==> config.mk <==
export PLATFORM = sky130hd
export DESIGN_NAME = expr_pipe_eval_flat
export DESIGN_NICKNAME = d
export VERILOG_FILES = /design/src/rtl/expr_pipe_eval_if.sv /design/src/rtl/expr_pipe_eval.sv /design/src/flat_wrapper.sv
export SDC_FILE = /design/constraint.sdc
export NUM_CORES = 1
export LEC_CHECK = 0
export ABC_AREA = 1
export CAP_MARGIN = 20
export CORE_MARGIN = 3
export CORE_UTILIZATION = 53
export DETAILED_ROUTE_END_ITERATION = 8
export HOLD_SLACK_MARGIN = 0.08
export PLACE_DENSITY = 0.74
export SYNTH_ARGS = -nofsm -noshare
export SYNTH_HDL_FRONTEND = slang
export SYNTH_SLANG_ARGS = --single-unit
==> constraint.sdc <==
create_clock -name clk -period 2.25 [get_ports clk]
set_clock_uncertainty 0.2 [all_clocks]
set_input_delay 0.675 -clock clk [delete_from_list [all_inputs] [get_ports clk]]
set_output_delay 0.675 -clock clk [all_outputs]
set_load 0.005 [all_outputs]
==> src/rtl/expr_pipe_eval_if.sv <==
// expr_pipe_eval_if: beat handshake plus packed per-lane operands and results.
interface expr_pipe_eval_if #(
    parameter int W = 6,
    parameter int LANES = 3
);
    logic in_valid, in_ready, sgn, acc, acc_clr, out_valid, out_ready;
    logic [2:0] op;
    logic [LANES*W-1:0] a, b, y;
    logic [LANES-1:0] dz;
    modport master (
        output in_valid, op, sgn, acc, acc_clr, a, b, out_ready,
        input in_ready, out_valid, y, dz
    );
    modport slave (
        input in_valid, op, sgn, acc, acc_clr, a, b, out_ready,
        output in_ready, out_valid, y, dz
    );
endinterface

==> src/rtl/expr_pipe_eval.sv <==
// expr_pipe_eval: multi-lane ALU with per-lane accumulators; results formed in stage 1,
// then carried through a stall-able delay pipeline of PIPE stages.
module expr_pipe_eval #(
    parameter int W = 6,
    parameter int LANES = 3,
    parameter int PIPE = 2
) (
    input logic clk,
    input logic rst,
    expr_pipe_eval_if.slave bus
);
    localparam int LW = LANES * W;
    logic w_adv;
    logic [LW-1:0] w_y, w_acc_nxt, r_acc;
    logic [LANES-1:0] w_dz;
    logic [PIPE:1] r_v;
    logic [LW-1:0] r_y [1:PIPE];
    logic [LANES-1:0] r_dz [1:PIPE];

    assign w_adv = !r_v[PIPE] || bus.out_ready;
    assign bus.in_ready = w_adv;
    assign bus.out_valid = r_v[PIPE];
    assign bus.y = r_y[PIPE];
    assign bus.dz = r_dz[PIPE];

    for (genvar i = 0; i < LANES; i++) begin : g_lane
        logic [W-1:0] w_a, w_b, w_q, w_m, w_sr, w_op, w_base, w_res;
        logic signed [W:0] w_sa, w_sb;
        logic w_z, w_ge;
        assign w_a = bus.a[i*W +: W];
        assign w_b = bus.b[i*W +: W];
        // One extra bit keeps MIN / -1 representable; truncation wraps it back to MIN
        assign w_sa = {bus.sgn & w_a[W-1], w_a};
        assign w_sb = {bus.sgn & w_b[W-1], w_b};
        assign w_q = W'(w_sa / w_sb);
        assign w_m = W'(w_sa % w_sb);
        assign w_sr = $signed(w_a) >>> w_b;
        assign w_z = w_b == '0;
        assign w_ge = bus.sgn ? ($signed(w_a) >= $signed(w_b)) : (w_a >= w_b);
        always_comb begin
            w_op = '0;
            case (bus.op)
                3'd0: w_op = w_a + w_b;
                3'd1: w_op = w_a - w_b;
                3'd2: w_op = w_a * w_b;
                3'd3: w_op = w_z ? '1 : w_q;
                3'd4: w_op = w_z ? w_a : w_m;
                3'd5: w_op = int'(w_b) >= W ? '0 : w_a << w_b;
                3'd6: w_op = int'(w_b) >= W ? {W{bus.sgn & w_a[W-1]}} : bus.sgn ? w_sr : w_a >> w_b;
                default: w_op = {{(W-1){1'b0}}, w_ge};
            endcase
        end
        assign w_base = bus.acc_clr ? '0 : r_acc[i*W +: W];
        assign w_res = bus.acc ? w_base + w_op : w_op;
        assign w_y[i*W +: W] = w_res;
        assign w_dz[i] = w_z && (bus.op == 3'd3 || bus.op == 3'd4);
        assign w_acc_nxt[i*W +: W] = bus.acc ? w_res : w_base;
    end

    // Data registers load only behind a valid bit so bubbles never disturb y/dz
    always_ff @(posedge clk or posedge rst) begin
        if (rst) begin
            r_v <= '0;
            r_acc <= '0;
            for (int k = 1; k <= PIPE; k++) begin
                r_y[k] <= '0;
                r_dz[k] <= '0;
            end
        end else if (w_adv) begin
            r_v[1] <= bus.in_valid;
            if (bus.in_valid) begin
                r_y[1] <= w_y;
                r_dz[1] <= w_dz;
                r_acc <= w_acc_nxt;
            end
            for (int k = 2; k <= PIPE; k++) begin
                r_v[k] <= r_v[k-1];
                if (r_v[k-1]) begin
                    r_y[k] <= r_y[k-1];
                    r_dz[k] <= r_dz[k-1];
                end
            end
        end
    end
endmodule

==> src/flat_wrapper.sv <==
// flat-port wrapper written by rule: the top's interface ports become plain ports
module expr_pipe_eval_flat 
#(
    parameter int W = 6,
    parameter int LANES = 3,
    parameter int PIPE = 2
)
  (clk, rst, bus_in_valid, bus_op, bus_sgn, bus_acc, bus_acc_clr, bus_a, bus_b, bus_out_ready, bus_in_ready, bus_out_valid, bus_y, bus_dz);
  expr_pipe_eval_if #(.W(W), .LANES(LANES)) bus_i ();
  input logic clk;
  input logic rst;
  input wire logic [$bits(bus_i.in_valid)-1:0] bus_in_valid;
  input wire logic [$bits(bus_i.op)-1:0] bus_op;
  input wire logic [$bits(bus_i.sgn)-1:0] bus_sgn;
  input wire logic [$bits(bus_i.acc)-1:0] bus_acc;
  input wire logic [$bits(bus_i.acc_clr)-1:0] bus_acc_clr;
  input wire logic [$bits(bus_i.a)-1:0] bus_a;
  input wire logic [$bits(bus_i.b)-1:0] bus_b;
  input wire logic [$bits(bus_i.out_ready)-1:0] bus_out_ready;
  output wire logic [$bits(bus_i.in_ready)-1:0] bus_in_ready;
  output wire logic [$bits(bus_i.out_valid)-1:0] bus_out_valid;
  output wire logic [$bits(bus_i.y)-1:0] bus_y;
  output wire logic [$bits(bus_i.dz)-1:0] bus_dz;
  assign bus_i.in_valid = bus_in_valid;
  assign bus_i.op = bus_op;
  assign bus_i.sgn = bus_sgn;
  assign bus_i.acc = bus_acc;
  assign bus_i.acc_clr = bus_acc_clr;
  assign bus_i.a = bus_a;
  assign bus_i.b = bus_b;
  assign bus_i.out_ready = bus_out_ready;
  assign bus_in_ready = bus_i.in_ready;
  assign bus_out_valid = bus_i.out_valid;
  assign bus_y = bus_i.y;
  assign bus_dz = bus_i.dz;
  expr_pipe_eval #(.W(W), .LANES(LANES), .PIPE(PIPE)) u_core (.clk(clk), .rst(rst), .bus(bus_i));
endmodule
==> flow_summary_export.csv, run 1 <==
group,metric,value,unit
die,die_width,168,µm
timing,timing.grt.repair.worst_endpoint,"u_core.r_acc[17]$_DFFE_PP0P_/D",
run_status,lastStage,"global routing (5_1_grt)",
placement,globalplace.congestion,1.01,
die,start_util,54.4,%
yosys,ys_ff_latch,62,
yosys,async_flop_share,100,%
yosys,ys_seq_area_share,11.2,%
yosys,syn_avg_cell_area,6.21,µm²
yosys,yosysWarningCount,0,
die,ios,69,
yosys,synth_ff_type,"dfrtp_1",
clocking,cts.htree.levels,3,
global_routing,grt_max_degree,52,
placement,hpwlAfterDp,43900,µm
die,die_h,168,µm
yosys,synth_cells,2226,
placement,placed_area,20400,µm²
run_status,firstError,"[ERROR DPL-0038] Utilization greater than 100%, impossible to legalize",
placement,portBuffers,68,
yosys,syn-cell-area,13800,µm²
yosys,synth_top_area_share,15.4,%
clocking,cts-root-buf,"clkbuf_16",
yosys,synth_cell_types,65,
yosys,synth.area.top_cells,"ha_1, nand2_1, dfrtp_1",
yosys,synth-edff-count,0,
clocking,cts_buffers,9,
clocking,cts_max_path_buffers,2,
timing,worstEpCategory,"register input",
run_status,status,"did not finish",
clocking,cts.sinks,62,
placement,placedCellCount,3209,
yosys,synth_top_cell_by_area,"ha_1",
die,placementRows,58,
[cell usage after synthesis (all sizes together) (5+ instances only)]
cell type,n
nand2,545
nor2,203
a22oi,23
ha,170
o211ai,8
a211oi,9
xnor2,29
or2,19
o21bai,11
clkinv,8
a221oi,7
fa,27
o31ai,11
nand4,22
nand3,158
dfrtp,62
o2111ai,6
clkbuf,34
nand3b,7
nor3,33
nor4,6
xor2,58
a21oi,141
buf,45
o221ai,5
o21ai,173
o22ai,9
inv,344
a31oi,7
and2,9
[per-stage QoR]
stage,setup WS [ns],hold WS [ns]
4_1_cts,-7.34,0.281
2_1_floorplan,-7.36,0.245
3_3_place_gp,-8.53,0.251
3_5_place_dp,-8.92,0.273
[kinds of logic after synthesis]
logic type | count (synthesis) | share of synthesized area, %
muxes | 3 | 0.244
xor gates and xnor gates | 87 | 5.51
AOI/OAI and AO/OA | 438 | 18.7
buffers and inverters | 431 | 12.8
adders and majority gates | 197 | 19.3
and+or+nand+nor | 1006 | 32.2
DFF | 62 | 11.2
other | 2 | 0.0543
[timing repair]
item | CTS
cloned | 2
gates resized for setup | 459
hold buffers | 0
setup buffers | 167
pin swaps | 263
endpoints found under the setup margin | 40
==> run 2: changes to the inputs <==
--- a/config.mk
+++ b/config.mk
@@ -8,10 +8,9 @@
 export ABC_AREA = 1
 export CAP_MARGIN = 20
 export CORE_MARGIN = 3
-export CORE_UTILIZATION = 53
+export CORE_UTILIZATION = 38
 export DETAILED_ROUTE_END_ITERATION = 8
-export HOLD_SLACK_MARGIN = 0.08
-export PLACE_DENSITY = 0.74
+export PLACE_DENSITY_LB_ADDON = 0.15
 export SYNTH_ARGS = -nofsm -noshare
 export SYNTH_HDL_FRONTEND = slang
 export SYNTH_SLANG_ARGS = --single-unit
==> constraint.sdc (replaced) <==
create_clock -name clk -period 2.9 [get_ports clk]
set_clock_uncertainty 0.2 [all_clocks]
set_input_delay 0.87 -clock clk [delete_from_list [all_inputs] [get_ports clk]]
set_output_delay 0.87 -clock clk [all_outputs]
set_load 0.005 [all_outputs]
==> flow_summary_export.csv, run 2 <==
group,metric,value,unit
yosys,ys_seq_area_share,11.2,%
drt,wl_per_cell,16.1,µm
clocking,cts_buffers,9,
worst_setup_path,slowest_stage,"ha_4",
global_routing,grt.total_usage,28.1,%
yosys,synth_cell_types,65,
worst_setup_path,path_delay_family,"simple AND/OR/NAND/NOR gates",
die,die_h,197,µm
layout,area_delta_synth_final,77.7,%
yosys,ys_ff_latch,62,
die,core_area,35700,µm²
drt,via_per_inst,5.10,
drt,drt_iter0_markers,1027,
yosys,synth-edff-count,0,
worst_setup_path,r2r_slack,0.44,ns
timing,worstMarginPinSlew,0.799,ns
yosys,synth_top_area_share,15.4,%
worst_hold_path,hp-class,"reg -> reg",
timing,slew-limit-headroom,46.0,%
drt,final_antenna_net_count,0,
worst_setup_path,startpoint_type,"input pin",
global_routing,gr-total-overflow,0,
yosys,synth_cells,2226,
worst_setup_path,arrival,9.97,ns
layout,final_common_cell,"buf_4",
die,placementRows,69,
layout,layout_common_cells,"buf_4, nand2_1, inv_1, nor2_1, nand2_2",
timing,finalHoldViolations,0,
yosys,synth.most_common_cell,"nand2_1",
clocking,clk_pin_slew,0.06,ns
timing,setup_slack,-7.05,ns
layout,antennaDiodeCount,0,
yosys,syn-cell-area,13800,µm²
timing,finalSetupViolCount,36,
timing,setup_tns,-236.01,ns
yosys,synth_ff_type,"dfrtp_1",
clocking,cts.htree.levels,3,
drt,vias,18200,
die,dieArea,38700,µm²
timing,rsz0062_at_grt,"yes",
clocking,cts.sinks,62,
placement,dp_slack,-8.70,ns
clocking,cts_max_path_buffers,2,
power_and_ir_drop,ir_worst_vdd,557,µV
drt,wirelength,57600,µm
timing,fmax,101,MHz
worst_setup_path,crit_buf_inv,16,
die,die_width,197,µm
run_status,violations,"setup timing",
global_routing,grt_antenna_before_repair,0,
global_routing,grt_max_degree,50,
global_routing,first_global_vias,18200,
worst_setup_path,worst-path-max-fanout,6,
worst_setup_path,critPathCaptureType,"flip-flop",
power_and_ir_drop,p_leak,12.6,nW
layout,nets,3348,
yosys,synth.area.top_cells,"ha_1, nand2_1, dfrtp_1",
power_and_ir_drop,power_density,828,nW/µm²
placement,globalplace.congestion,0.966,
global_routing,grt_pass1_wl,90200,µm
worst_setup_path,critPathMaxStageDelay,0.30,ns
timing,period_needed,9.95,ns
timing,drv_slew,0,
placement,hpwlAfterDp,42500,µm
drt,route.detailed.drc,0,
worst_setup_path,cp.required,2.92,ns
clocking,cts_tree,"yes",
yosys,async_flop_share,100,%
clocking,cts-root-buf,"clkbuf_16",
yosys,ys_top_cells_by_count,"nand2_1, inv_1, nor2_1",
die,ios,69,
yosys,syn_avg_cell_area,6.21,µm²
placement,portBuffers,68,
die,start_util,38.7,%
layout,drive_above_1_share,48.0,%
timing,fin_crit_sh,343,%
run_status,status,"complete, but fails checks",
worst_setup_path,critical_path_class,"in -> reg",
yosys,yosysWarningCount,0,
worst_setup_path,worst_path_most_repeated_cell,"nand2_2",
flow_run,drv_cap,0,
yosys,synth_top_cell_by_area,"ha_1",
clocking,clk_latency,0.33,ns
drt,dr.pass1.iters,6,
## run 2: cell counts after synthesis
Identical to the previous run, type by type.
## run 2: worst paths after layout
path / from / end / cells past startpoint
max: bus_sgn / u_core.r_acc[5] / 81
min in group asynchronous: rst / u_core.r_y[24] / 2
min: u_core.r_v[1] / u_core.r_v[2] / 2
max in group asynchronous: rst / u_core.r_y[35] / 3
min reg2reg: u_core.r_v[1] / u_core.r_v[2] / 2
max reg2reg: u_core.r_acc[8] / u_core.r_y[29] / 18
## run 2: metal layers
metal  up-vias  global-route usage, %  wire length [µm]
met4         0                   7.79              1680
met3       112                   2.97              2760
met5         -                      0                 0
li1       9067                      -                 -
met2       493                   48.1             27600
met1      8537                   37.8             25700
## run 2: tightest hold or removal path: stages (launching register included)
cell and delay [ns]:
dfrtp_1 0.34, inv_1 0.05, nand2_1 0.05
## run 2: final cells by class
class                      count  area [µm²]
clock buffer                   9         225
clock inverter                 7         105
fill                        2985       11200
inverter                     352        1420
multi-input combinational   1738       13300
sequential                    62        1550
tap                          461         577
timing repair buffer         941        7420
timing repair inverter         1        7.51
## run 2: repair_timing
item                                    4_1_cts  5_1_grt
cloned                                        2        0
endpoints found under the setup margin       38       38
resized for setup                           385      259
setup buffers                               158       49
hold buffers                                  0        0
pin swaps                                   257      275
## run 2: report_power, final
part	internal (W)	leakage (nW)	total, W	switching, W
sequential	0.00116	0.746	0.00128	0.000116
combinational	0.00904	11.7	0.0179	0.00884
clock	0.000765	0.159	0.00118	0.000415
total	0.0110	12.6	0.0203	0.00937
## run 2: cells by family after synthesis
kind of cell / Yosys count / synth area share (%)
DFF: 62 / 11.2
adders and majority gates: 197 / 19.3
and+or+nand+nor: 1006 / 32.2
muxes: 3 / 0.244
other: 2 / 0.0543
buffers and inverters: 431 / 12.8
xor gates and xnor gates: 87 / 5.51
AOI/OAI and AO/OA: 438 / 18.7
## run 2: through the flow
| stage | instance area (µm²) | cells | total power, W | hold slack (ns) | utilization, % |
|---|---|---|---|---|---|
| final | 24600 | 3571 | 0.0203 | 0.270 | 68.7 |
| after global routing | 24600 | 3571 | 0.0221 | 0.314 | 68.7 |
| after CTS | 23300 | 3529 | 0.0182 | 0.275 | 65.1 |
| after detailed placement | 20700 | 3356 | 0.0145 | 0.261 | 57.8 |
| after global placement | 20700 | 3356 | 0.0142 | 0.259 | 57.8 |
| after floorplan | 14800 | 2230 | 0.00924 | 0.245 | - |
(Power assumes the default switching activity.)
==> run 3: changes to the inputs <==
--- a/config.mk
+++ b/config.mk
@@ -7,7 +7,7 @@
 export LEC_CHECK = 0
 export ABC_AREA = 1
 export CAP_MARGIN = 20
-export CORE_MARGIN = 3
+export CORE_MARGIN = 1
 export CORE_UTILIZATION = 38
 export DETAILED_ROUTE_END_ITERATION = 8
 export PLACE_DENSITY_LB_ADDON = 0.15
==> constraint.sdc (replaced) <==
create_clock -name clk -period 9.85 [get_ports clk]
set_clock_uncertainty 0.2 [all_clocks]
set_input_delay 2.955 -clock clk [delete_from_list [all_inputs] [get_ports clk]]
set_output_delay 2.955 -clock clk [all_outputs]
set_load 0.005 [all_outputs]
==> flow_summary_export.csv, run 3 (synthesized netlist as in run 2, its figures left out) <==
group,metric,value,unit
clocking,cts.sinks,62,
layout,final_cell_count_no_fill,3356,
die,dieArea,37100,µm²
layout,area_delta_synth_final,64.9,%
placement,globalplace.congestion,0.925,
worst_setup_path,cp-startpoint,"bus_a[2]",
global_routing,grt_pass1_wl,84300,µm
power_and_ir_drop,p_leak,11.5,nW
global_routing,grt_max_degree,63,
power_and_ir_drop,power_density,258,nW/µm²
worst_hold_path,hp-class,"reg -> reg",
layout,layout_common_cells,"buf_4, nand2_1, inv_1, nor2_1, nand2_2",
clocking,ctsHoldBuffers,0,
clocking,clk_pin_slew,0.06,ns
worst_setup_path,critPathCaptureType,"flip-flop",
drt,drt_iter0_markers,1098,
drt,final_antenna_net_count,0,
timing,rsz0062_at_grt,"yes",
clocking,clk_latency,0.33,ns
worst_hold_path,hp-start,"u_core.bus.y[14]",
flow_run,drv_cap,0,
worst_setup_path,arrival,11.96,ns
timing,fin_crit_sh,121,%
timing,fmax,83.6,MHz
clocking,cts_max_path_buffers,2,
clocking,cts_buffers,9,
drt,via_per_inst,5.16,
placement,hpwlAfterDp,40600,µm
layout,final_common_cell,"buf_4",
timing,period_needed,11.97,ns
worst_setup_path,critPathMaxStageDelay,0.30,ns
timing,setup_slack,-2.12,ns
die,die_width,193,µm
timing,slew-limit-headroom,27.6,%
worst_setup_path,worst_path_most_repeated_cell,"nand2_4",
drt,wl_per_cell,16.3,µm
run_status,status,"complete, but fails checks",
global_routing,gr-total-overflow,0,
run_status,violations,"DRC, setup timing",
drt,route.detailed.drc,14,
layout,nets,3133,
drt,vias,17300,
die,placementRows,69,
die,die_h,193,µm
clocking,cts.htree.levels,3,
worst_setup_path,cp.required,9.85,ns
clocking,cts_tree,"yes",
die,start_util,38.8,%
global_routing,first_global_vias,16700,
worst_setup_path,worst-path-max-fanout,7,
layout,drive_above_1_share,43.3,%
clocking,cts-root-buf,"clkbuf_16",
timing,finalSetupViolCount,36,
worst_setup_path,slowest_stage,"ha_4",
drt,wirelength,54800,µm
global_routing,grt_antenna_before_repair,0,
timing,worstMarginPinSlew,1.08,ns
worst_setup_path,startpoint_type,"input pin",
drt,dr.pass1.iters,7,
die,core_area,35700,µm²
placement,dp_slack,-3.69,ns
die,ios,69,
worst_setup_path,critical_path_class,"in -> reg",
placement,placedCellCount,3131,
worst_setup_path,r2r-start,"u_core.r_v[2]",
layout,antennaDiodeCount,0,
timing,finalHoldViolations,0,
power_and_ir_drop,ir_worst_vdd,149,µV
timing,drv_slew,0,
global_routing,grt.total_usage,28.3,%
placement,portBuffers,68,
-- run 3: cell count changes in the layout (fill, tap and decap cells not counted), sizes merged --
cell,before,now
buf,891,677
bufinv,2,1
clkbuf,13,11
clkdlybuf4s15,1,2
clkdlybuf4s50,36,34
clkinv,8,7
clkinvlp,3,6
dlygate4sd2,7,9
dlymetal6s2s,2,1
inv,347,346
nor2,203,204
-- run 3: through the flow --
step / hold WS (ns) / total power (W) / TNS [ns] / instance area, µm² / utilization [%]
6_report: 0.278 / 0.00589 / -57.32 / 22800 / 64.0
3_5_place_dp: 0.265 / 0.00425 / -101.09 / 18900 / 53.1
5_1_grt: 0.295 / 0.00638 / -75.78 / 22800 / 64.0
3_3_place_gp: 0.252 / 0.00418 / -95.19 / 18900 / 53.1
4_1_cts: 0.277 / 0.00526 / -51.60 / 21500 / 60.2
2_1_floorplan: 0.245 / 0.00272 / -49.42 / 14800 / -
-- run 3: layer usage --
metal / part of all wire, % / vias to the layer above / global-route usage [%] / wire length, µm
li1: - / 8648 / - / -
met4: 2.2 / 0 / 6.24 / 1220
met1: 45 / 8104 / 38.2 / 24900
met5: 0 / - / 0 / 0
met3: 4.6 / 96 / 2.00 / 2500
met2: 48 / 465 / 49.0 / 26100
-- run 3: power breakdown --
group / internal (W) / switching (W)
Combinational: 0.00264 / 0.00256
Clock: 0.000196 / 0.000117
Sequential: 0.000343 / 0.0000334
Total: 0.00318 / 0.00271
-- run 3: layout make-up --
cell class / count / area [µm²]
multi-input combinational: 1739 / 13200
fill: 3073 / 12900
timing repair buffer: 725 / 5770
sequential: 62 / 1550
inverter: 352 / 1420
tap: 461 / 577
clock buffer: 9 / 225
clock inverter: 7 / 73.8
timing repair inverter: 1 / 7.51
-- run 3: worst max-delay path: cells and delay by family --
| kind | cells | cell delay [ns] |
|---|---|---|
| buffers and inverters | 9 | 0.58 |
| adder cells (fa/ha/maj) | 7 | 1.76 |
| AO/OA/AOI/OAI | 15 | 2.02 |
| AND/OR/NAND/NOR | 46 | 4.60 |
-- run 3: worst paths after layout --
path | to | slack [ns] | depth (start not counted)
min in group asynchronous | u_core.r_v[2] | 2.98 | 3
max | u_core.r_y[23] | -2.12 | 77
min | u_core.bus.y[14] | 0.28 | 2
max in group asynchronous | u_core.r_y[22] | 5.96 | 3
max reg2reg | u_core.r_dz[4] | 6.96 | 8
min reg2reg | u_core.bus.y[14] | 0.28 | 2
-- run 3: what timing repair did --
item / 4_1_cts / 5_1_grt
resized for setup: 375 / 238
gates cloned: 3 / 0
setup endpoints to repair: 36 / 36
setup buffers: 169 / 49
pin swaps: 175 / 174
==> run 4: changes to the inputs <==
--- a/config.mk
+++ b/config.mk
@@ -10,7 +10,7 @@
 export CORE_MARGIN = 1
 export CORE_UTILIZATION = 38
 export DETAILED_ROUTE_END_ITERATION = 8
-export PLACE_DENSITY_LB_ADDON = 0.15
+export PLACE_DENSITY = 0.59
 export SYNTH_ARGS = -nofsm -noshare
 export SYNTH_HDL_FRONTEND = slang
 export SYNTH_SLANG_ARGS = --single-unit
==> flow_summary_export.csv, run 4 (synthesized netlist as in run 2, its figures left out) <==
group,metric,value,unit
worst_setup_path,startpoint_type,"input pin",
global_routing,grt_pass1_wl,81600,µm
die,placementRows,69,
placement,hpwlAfterDp,40500,µm
placement,portBuffers,68,
worst_setup_path,cp.required,9.84,ns
placement,placedCellCount,3130,
timing,finalHoldViolations,0,
worst_setup_path,critPathCaptureType,"flip-flop",
global_routing,grt_max_degree,63,
layout,final_cell_count_no_fill,3274,
die,start_util,38.8,%
placement,dp_slack,-3.76,ns
power_and_ir_drop,p_clk_share,5.6,%
drt,routed.top_layer,"met4",
placement,globalplace.congestion,0.954,
global_routing,first_global_vias,16100,
drt,drt_iter0_markers,1078,
worst_setup_path,arrival,12.11,ns
layout,layout_common_cells,"buf_4, nand2_1, inv_1, nor2_1, o21ai_0",
layout,antennaDiodeCount,0,
die,dieArea,37100,µm²
power_and_ir_drop,ir_worst_vdd,165,µV
timing,finalSetupViolCount,36,
placement,placed_area,18900,µm²
global_routing,grt_antenna_before_repair,0,
worst_setup_path,worst_path_most_repeated_cell,"nand2_2",
clocking,cts_tree,"yes",
layout,final_common_cell,"buf_4",
power_and_ir_drop,sequentialPowerShare,6.6,%
timing,fmax,82.5,MHz
drt,wl_met1,24300,µm
die,core_area,35700,µm²
die,ios,69,
timing,slew-limit-headroom,46.6,%
drt,vias,17000,
layout,drive_above_1_share,39.9,%
drt,wirelength,53200,µm
drt,via_per_inst,5.19,
clocking,cts_max_path_buffers,2,
global_routing,grt.total_usage,27.5,%
timing,rsz0062_at_grt,"yes",
power_and_ir_drop,swShare,46.4,%
clocking,cts_buffers,9,
power_and_ir_drop,p_leak,11.2,nW
clocking,cts-root-buf,"clkbuf_16",
worst_hold_path,hp-class,"reg -> reg",
power_and_ir_drop,switching_power,0.00266,W
drt,dr.pass1.iters,8,
worst_setup_path,worst-path-max-fanout,7,
clocking,ctsHoldBuffers,0,
clocking,clk_pin_slew,0.05,ns
layout,final_cell_area,22000,µm²
die,die_h,193,µm
drt,final_antenna_net_count,0,
timing,worstMarginPinSlew,0.792,ns
layout,nets,3052,
clocking,cts.sinks,62,
timing,setup_slack,-2.27,ns
layout,fin_util,61.7,%
worst_setup_path,critical_path_class,"in -> reg",
power_and_ir_drop,power.internal,0.00307,W
worst_setup_path,critPathMaxStageDelay,0.33,ns
power_and_ir_drop,power_density,261,nW/µm²
worst_setup_path,slowest_stage,"ha_4",
clocking,clk_latency,0.32,ns
run_status,violations,"DRC, setup timing",
timing,period_needed,12.12,ns
run_status,status,"complete, but fails checks",
drt,route.detailed.drc,18,
drt,wl_met3,2120,µm
layout,area_delta_synth_final,59.1,%
drt,wl_per_cell,16.3,µm
drt,routed-wl-met2,25500,µm
flow_run,drv_cap,0,
die,die_width,193,µm
timing,fin_crit_sh,123,%
clocking,cts.htree.levels,3,
global_routing,gr-total-overflow,0,
timing,drv_slew,0,
power_and_ir_drop,combPwrFrac,87.7,%
==> run 4: metal layers <==
| layer | vias to the layer above | global-route usage [%] |
|---|---|---|
| met5 | - | 0 |
| met4 | 0 | 6.90 |
| met3 | 85 | 2.02 |
| met2 | 458 | 46.6 |
| met1 | 7971 | 37.3 |
| li1 | 8467 | - |
==> run 4: repair_timing <==
| item | 4_1_cts | 5_1_grt |
|---|---|---|
| gates cloned | 1 | 0 |
| setup endpoints to repair | 36 | 36 |
| buffers inserted | 78 | 54 |
| pin swaps | 109 | 215 |
| hold endpoints to repair | 0 | 0 |
| gates resized for setup | 189 | 315 |
==> run 4: per-stage QoR <==
stage	power (W)	hold slack [ns]	setup TNS, ns
after floorplan	0.00272	0.245	-49.42
after global placement	0.00412	0.253	-94.20
after detailed placement	0.00420	0.266	-103.23
after CTS	0.00494	0.282	-65.05
after global routing	0.00621	0.304	-80.45
final	0.00573	0.284	-60.76
==> run 4: cell type report <==
class	count	area, µm²
clock buffers	12	267
clock inverters	3	42.5
fillers	3251	13700
inverters	352	1420
multi-input cells	1737	13000
flip-flops and latches	62	1550
well taps	461	577
repair buffers	646	5170
repair inverters	1	7.51
==> run 4: power groups by stage <==
| stage | Combinational, W | Clock, W | Sequential [W] |
|---|---|---|---|
| finish | 0.00503 | 0.000323 | 0.000379 |
| detailed placement | 0.00382 | 0 | 0.000382 |
| global route | 0.00549 | 0.000338 | 0.000388 |
| floorplan | 0.00235 | 0 | 0.000371 |
| global placement | 0.00374 | 0 | 0.000380 |
| CTS | 0.00423 | 0.000328 | 0.000379 |
==> run 4: final timing paths <==
| kind | startpoint | endpoint | slack [ns] | cells after the start |
|---|---|---|---|---|
| min in group asynchronous | rst | u_core.bus.y[6] | 2.98 | 3 |
| setup reg to reg | u_core.r_v[2] | u_core.r_dz[3] | 7.24 | 8 |
| setup / recovery | bus_a[0] | u_core.r_y[23] | -2.27 | 75 |
| hold reg to reg | u_core.bus.y[15] | u_core.bus.y[15] | 0.28 | 2 |
| max in group asynchronous | rst | u_core.r_y[31] | 5.95 | 3 |
| hold / removal | u_core.bus.y[15] | u_core.bus.y[15] | 0.28 | 2 |
==> run 4: critical path, delay by kind of cell <==
| family | cells | cell delay, ns |
|---|---|---|
| buffers and inverters | 12 | 0.98 |
| XOR/XNOR | 1 | 0.20 |
| adder cells (fa/ha/maj) | 7 | 1.85 |
| AO/OA/AOI/OAI | 14 | 1.65 |
| AND/OR/NAND/NOR | 41 | 4.43 |
